===== src/rtl/des_final_permutation_stage.sv =====
// DES output stage: swaps L16/R16, applies FP = IP^-1, buffers results in a small FIFO.
// Optional FP_STATS_EN adds a saturating blk_count of delivered blocks.
module des_final_permutation_stage #(
  parameter int DEPTH = 2,
  parameter int CNT_W = 16
) (
  input  logic              clk,
  input  logic              rst_n,
  input  logic              flush,
  input  logic              in_valid,
  output logic              in_ready,
  input  logic [31:0]       left_half,
  input  logic [31:0]       right_half,
  output logic              out_valid,
  input  logic              out_ready,
  output logic [63:0]       data_out
`ifdef FP_STATS_EN
  ,
  output logic [CNT_W-1:0]  blk_count
`endif
);

  localparam int PW = $clog2(DEPTH);
  localparam int CW = PW + 1;
  localparam logic [CW-1:0] FULL = CW'(DEPTH);

  localparam int FP_TAB [64] = '{
    40, 8, 48, 16, 56, 24, 64, 32,
    39, 7, 47, 15, 55, 23, 63, 31,
    38, 6, 46, 14, 54, 22, 62, 30,
    37, 5, 45, 13, 53, 21, 61, 29,
    36, 4, 44, 12, 52, 20, 60, 28,
    35, 3, 43, 11, 51, 19, 59, 27,
    34, 2, 42, 10, 50, 18, 58, 26,
    33, 1, 41,  9, 49, 17, 57, 25
  };

  generate
    if (!(DEPTH == 2 || DEPTH == 4)) begin : g_bad_depth
      $error("DEPTH must be 2 or 4");
    end
    if (CNT_W < 1) begin : g_bad_cnt_w
      $error("CNT_W must be at least 1");
    end
  endgenerate

  logic [63:0]   pre;
  logic [63:0]   fp;
  logic [63:0]   mem [DEPTH];
  logic [PW-1:0] wr_ptr;
  logic [PW-1:0] rd_ptr;
  logic [CW-1:0] count;
  logic          in_reset;
  logic          push;
  logic          pop;

  assign pre = {right_half, left_half};

  for (genvar k = 0; k < 64; k++) begin : g_fp
    assign fp[k] = pre[FP_TAB[k] - 1];
  end

  assign in_ready  = (count != FULL) && !in_reset;
  assign out_valid = (count != '0);
  // Gate the read so an empty buffer never exposes a stale block.
  assign data_out  = out_valid ? mem[rd_ptr] : '0;

  assign push = in_valid && in_ready;
  assign pop  = out_valid && out_ready;

  always_ff @(posedge clk) begin
    if (!rst_n) begin
      wr_ptr   <= '0;
      rd_ptr   <= '0;
      count    <= '0;
      in_reset <= 1'b1;
    end else begin
      in_reset <= 1'b0;
      if (flush) begin
        wr_ptr <= '0;
        rd_ptr <= '0;
        count  <= '0;
      end else begin
        if (push) wr_ptr <= wr_ptr + 1'b1;
        if (pop)  rd_ptr <= rd_ptr + 1'b1;
        case ({push, pop})
          2'b10:   count <= count + 1'b1;
          2'b01:   count <= count - 1'b1;
          default: count <= count;
        endcase
      end
    end
  end

  always_ff @(posedge clk) begin
    if (push) mem[wr_ptr] <= fp;
  end

`ifdef FP_STATS_EN
  always_ff @(posedge clk) begin
    if (!rst_n) begin
      blk_count <= '0;
    end else if (pop && !flush && (blk_count != {CNT_W{1'b1}})) begin
      blk_count <= blk_count + 1'b1;
    end
  end
`endif

endmodule


===== config.mk =====
export PLATFORM = sky130hd
export DESIGN_NAME = des_final_permutation_stage
export DESIGN_NICKNAME = d
export VERILOG_FILES = /design/src/rtl/des_final_permutation_stage.sv
export SDC_FILE = /design/constraint.sdc
export NUM_CORES = 1
export LEC_CHECK = 0
export CAP_MARGIN = 20
export CORE_MARGIN = 4
export CORE_UTILIZATION = 48
export DETAILED_ROUTE_END_ITERATION = 16
export GPL_TIMING_DRIVEN = 0
export HOLD_SLACK_MARGIN = 0.03
export PLACE_DENSITY = 0.79
export REMOVE_ABC_BUFFERS = 1
export SLEW_MARGIN = 15
export SYNTH_ARGS = -nofsm -noshare
export SYNTH_HDL_FRONTEND = slang
export SYNTH_SLANG_ARGS = --single-unit
export TNS_END_PERCENT = 5

===== constraint.sdc =====
create_clock -name clk -period 2.9 [get_ports clk]
set_input_delay 0.58 -clock clk [delete_from_list [all_inputs] [get_ports clk]]
set_output_delay 0.58 -clock clk [all_outputs]
set_load 0.02 [all_outputs]

* Yosys cells after proc, flatten, opt, wreduce, memory -nomap -nowiden
Memories as Yosys holds them, arrays and structs flattened. A register that Yosys moved wholly into a read port is not among the register bits. Cells that the tools add are included.
Operators by class: add/subtract/negate cells 4, equality and inequality tests 3, muxes and demuxes 7, bitwise gates (word level) 1, reductions and logical operators 7
Operators with widths (count):
- $mux 64 | 1
- $mux 1 | 5
- $pmux 2 s2 | 1
- $reduce_bool 2->1 | 2
- $logic_and 1x1->1 | 3
- $add 1x1->1 const B | 2
- $add 2x1->2 const B | 1
- $eq 2x1->1 const B | 1
- $eq 2x2->1 const B | 1
- $ne 2x2->1 const B | 1
- $reduce_or 2->1 | 1
- $sub 2x1->2 const B | 1
- $logic_not 1->1 | 1
- $not 1->1 | 1
Storage, ports and cells: register bits after elaboration 5, bits in writable memories 128, input bits 69, output and inout port bits 66, logic and storage cells 27, memories kept 1
Memories:
- mem | depth 2, bits a word 64, read ports 1, clocked after Yosys merged registers in 1, wr ports 1, line 49 | logic [63:0] mem [DEPTH];

* Depth between registers and ports, before layout
depth in word-level cells 5, depth in mapped cells 7, mapped depth without buffers 7

* Worst setup path after synthesis
Ideal clock, no wire load.
path type register -> register, from register count[0], to memory mem[1][0], enable pin, library setup time 429 ps, arrival 2444 ps, required time 2471 ps, setup slack 27 ps, cell stages (with the launch flop) 4, path buffers 0, period minus slack after synthesis 2873 ps, cell sequence dfxtp_1 -> nor2b_1 -> nor2_1 -> and3_1
On the way: word-level cells in the longest chain between the ends 5
RTL lines:
- start: declaration | line 52 | logic [CW-1:0] count;
- start signal: assignment | line 87 | 2'b10: count <= count + 1'b1;
- start signal: assignment | line 88 | 2'b01: count <= count - 1'b1;
- start signal: assignment | line 89 | default: count <= count;
- $ne 2x2->1 | line 63 | assign in_ready = (count != FULL) && !in_reset;
- $logic_and 1x1->1 | line 63
- named net in_ready | line 11 | output logic in_ready,
- $logic_and 1x1->1 | line 68 | assign push = in_valid && in_ready;
- $mux 1 | line 96 | if (push) mem[wr_ptr] <= fp;
- $mux 1 (not written as such) | line 96
- end: declaration | line 49
The timed path passes the listed nets, and every way through them passes these cells.

* Worst setup path in the final report
from register count[0], to output port data_out[34]
On the way: word-level cells in the longest chain between the ends 2
RTL lines:
- $reduce_bool 2->1 | line 64 | assign out_valid = (count != '0);
- $mux 64 | line 66 | assign data_out = out_valid ? mem[rd_ptr] : '0;
- end: declaration | line 16 | output logic [63:0] data_out
Every way passes these cells.

==> flow_metrics.tcl <==
set metrics [dict create \
    viasPerCell 4.90 \
    synthSimpleGateAreaFrac_pct 5.93 \
    wire_per_inst_um 16.8 \
    ys_warn_count 0 \
    clk_latency_ps 500 \
    cellLeakagePower_nw 2.37 \
    min_path_type "flip-flop to flip-flop" \
    p_per_area_mw_per_mm2 631 \
    clock_skew_ps 7.69 \
    drive_gt1_share_pct 9.05 \
    synth_top_family_by_area "multiplexers" \
    first_iter_violations 141 \
    die_w_um 111 \
    fp.dieH_um 111 \
    place_congestion 0.679 \
    wirelength_um 10100 \
    rsz0062_at_grt "no" \
    cts_tree "done" \
    layout.nets 521 \
    antenna_found_initial 0 \
    slew_headroom_pct 73.5 \
    setup_viol 0 \
    outcome "completed" \
    maxCapViolations 0 \
    ctsResizeCount 0 \
    syn_to_final_growth_pct 43.5 \
    synth_edf_count 128 \
    ys_seq_area_share_pct 78.2 \
    n_fill_cell 709 \
    drtAntennaViolNets 0 \
    crit_required_ps 2320 \
    synthTopCellsByArea "edfxtp_1 76%, mux2i_1 13%, nor2_1 5.1%" \
    grt_pass1_wl_um 15900 \
    synthArstFlopShare_pct 0 \
    avgSynthCellArea_um2 16.8 \
    worstSetupPathType "flip-flop to output port" \
    final.min_clock_period_ps 2690 \
    grt.total_usage_pct 16.8 \
    arrival_ps 2110 \
    initial_core_util_pct 49.1 \
    port-buffer-count 134 \
    yosysMostFrequentCell "edfxtp_1" \
    dieArea_mm2 0.0123 \
    ys_top_cells_by_count "128 x edfxtp_1, 69 x nor2_1, 64 x mux2i_1, 7 x buf_2" \
    htreeDepth 4 \
    final_area_mm2 0.00727 \
    vias 2940 \
    ioPinCount 135 \
    synthMuxAreaShare_pct 12.6 \
    placed_cell_area_mm2 0.00664 \
    crit_path_start_kind "flip-flop" \
    yosys.area_share.adder_pct 0.247 \
    synth_compound_area_share_pct 0.494 \
    grt_remaining_overflow 0 \
    root_buffer "clkbuf_8" \
    synth_cell_type_count 18 \
    synth_area_mm2 0.00507 \
    cts.sinks 134 \
    worstPathMaxFanout 24 \
    synth_xor_area_share_pct 0.519 \
    period_share_pct 92.8 \
    tightest_slew_ps 398 \
    clkTransAtPathRegs_ps 60 \
    cts_buffers 17 \
    core_mm2 0.0103 \
    yosys.area.top_type "edfxtp_1" \
    row_count 37 \
    antenna_cells 0 \
    grt_pass1_vias 3178 \
    ff2ff_setup_slack_ps 940 \
    clock.fmax_mhz 372 \
    irDropWorstVdd_mv 0.445 \
    drt_pre_antenna_iters 5 \
    holdWs_ps 496 \
    hold_viol_final 0 \
    worstSetupEndpointType "output port" \
    hpwl_um 6420 \
    clockBufferDepth 2 \
    maxSlewViolCount 0 \
    grt_start_max_net_pins 44 \
    yosysTopAreaCellShare_pct 75.9 \
    synth_cells 301 \
    synth-main-ff-cell "edfxtp_1" \
    synth_seq_cells 134 \
    drc 0 \
]
-- report_power, final --
part	switching, mW	internal [mW]
sequential	0.0140	2.18
clock	0.756	1.30
combinational	0.158	0.184
-- layout by cell type (no fill, tap or decap) --
cell type | netlist | layout
inv_6 | 0 | 1
clkinv_1 | 0 | 4
nor2b_1 | 1 | 1
clkbuf_8 | 0 | 1
or3_1 | 2 | 2
a21oi_1 | 2 | 2
clkinvlp_4 | 0 | 3
clkbuf_1 | 1 | 1
clkdlybuf4s50_1 | 0 | 134
edfxtp_1 | 128 | 128
inv_4 | 0 | 1
clkinv_2 | 0 | 1
ha_1 | 1 | 1
dfxtp_4 | 0 | 1
nand2_1 | 1 | 1
buf_16 | 0 | 3
mux2i_1 | 64 | 64
nor2_4 | 0 | 1
xor2_1 | 2 | 2
buf_12 | 0 | 3
bufinv_16 | 0 | 3
clkinv_4 | 0 | 2
and3_4 | 0 | 1
inv_1 | 4 | 3
nand2b_1 | 2 | 2
clkbuf_16 | 0 | 16
dfxtp_1 | 6 | 5
xnor2_1 | 1 | 1
nor2_1 | 69 | 68
o21ai_0 | 3 | 3
buf_4 | 6 | 5
-- final timing paths --
path | startpoint | endpoint | depth (start not counted)
max | count[0] | data_out[34] | 5
min | wr_ptr | wr_ptr | 2
max reg2reg | count[0] | mem[0][34] | 4
min reg2reg | wr_ptr | wr_ptr | 2
-- worst max-delay path, stage by stage (launching register included) --
cell and delay, ps:
dfxtp_1 470, nor2_4 70, buf_4 150, buf_16 150
nor2_1 140, clkdlybuf4s50_1 620
-- repair_timing --
item,in CTS,in global routing
endpoints found under the setup margin,29,30
hold endpoints to repair,0,0
setup buffers,3,3
hold buffers,0,0
pin swaps,0,1
-- through the flow --
step	instances	TNS (ps)	util [%]	worst slack (ps)	total power [mW]
after floorplan	287	-34620	-	-533	2.36
after global placement	557	-277110	62.9	-2420	2.56
after detailed placement	562	0	64.3	319	2.57
after CTS	597	0	70.2	45.0	4.64
after global routing	600	0	70.4	112	4.77
final	600	0	70.4	209	4.59
-- registers in the layout (all words and copies together), names as in the netlist, named ones only --
signal / flops
mem: 128
rd_ptr: 1
in_reset: 1
wr_ptr: 1
count: 2
-- routing by layer --
metal  track usage (%)  up-vias  wire length (um)
met5                 0        -                 0
met4              4.93        0               102
met3              6.06       10               689
met2              30.2       89              5320
met1              18.5     1426              3990
li1                  -     1415                 -
-- area by class of cell --
| cell class | instances | area [um^2] | area share (%) |
|---|---|---|---|
| clock buffers | 18 | 418 | 5.75 |
| clock inverters | 14 | 159 | 2.19 |
| inverters | 4 | 17.5 | 0.241 |
| multi-input cells | 149 | 1020 | 14.0 |
| flip-flops and latches | 134 | 3970 | 54.6 |
| well taps | 136 | 170 | 2.34 |
| repair buffers | 145 | 1520 | 20.9 |
-- kinds of logic after synthesis --
family	Yosys count
buffers and inverters	18
XOR/XNOR	3
multiplexers	64
adder cells (fa/ha/maj)	1
AND/OR/NAND/NOR	76
AO/OA/AOI/OAI	5
flip-flops	134
No activity file was read; power rests on OpenSTA's default activity.
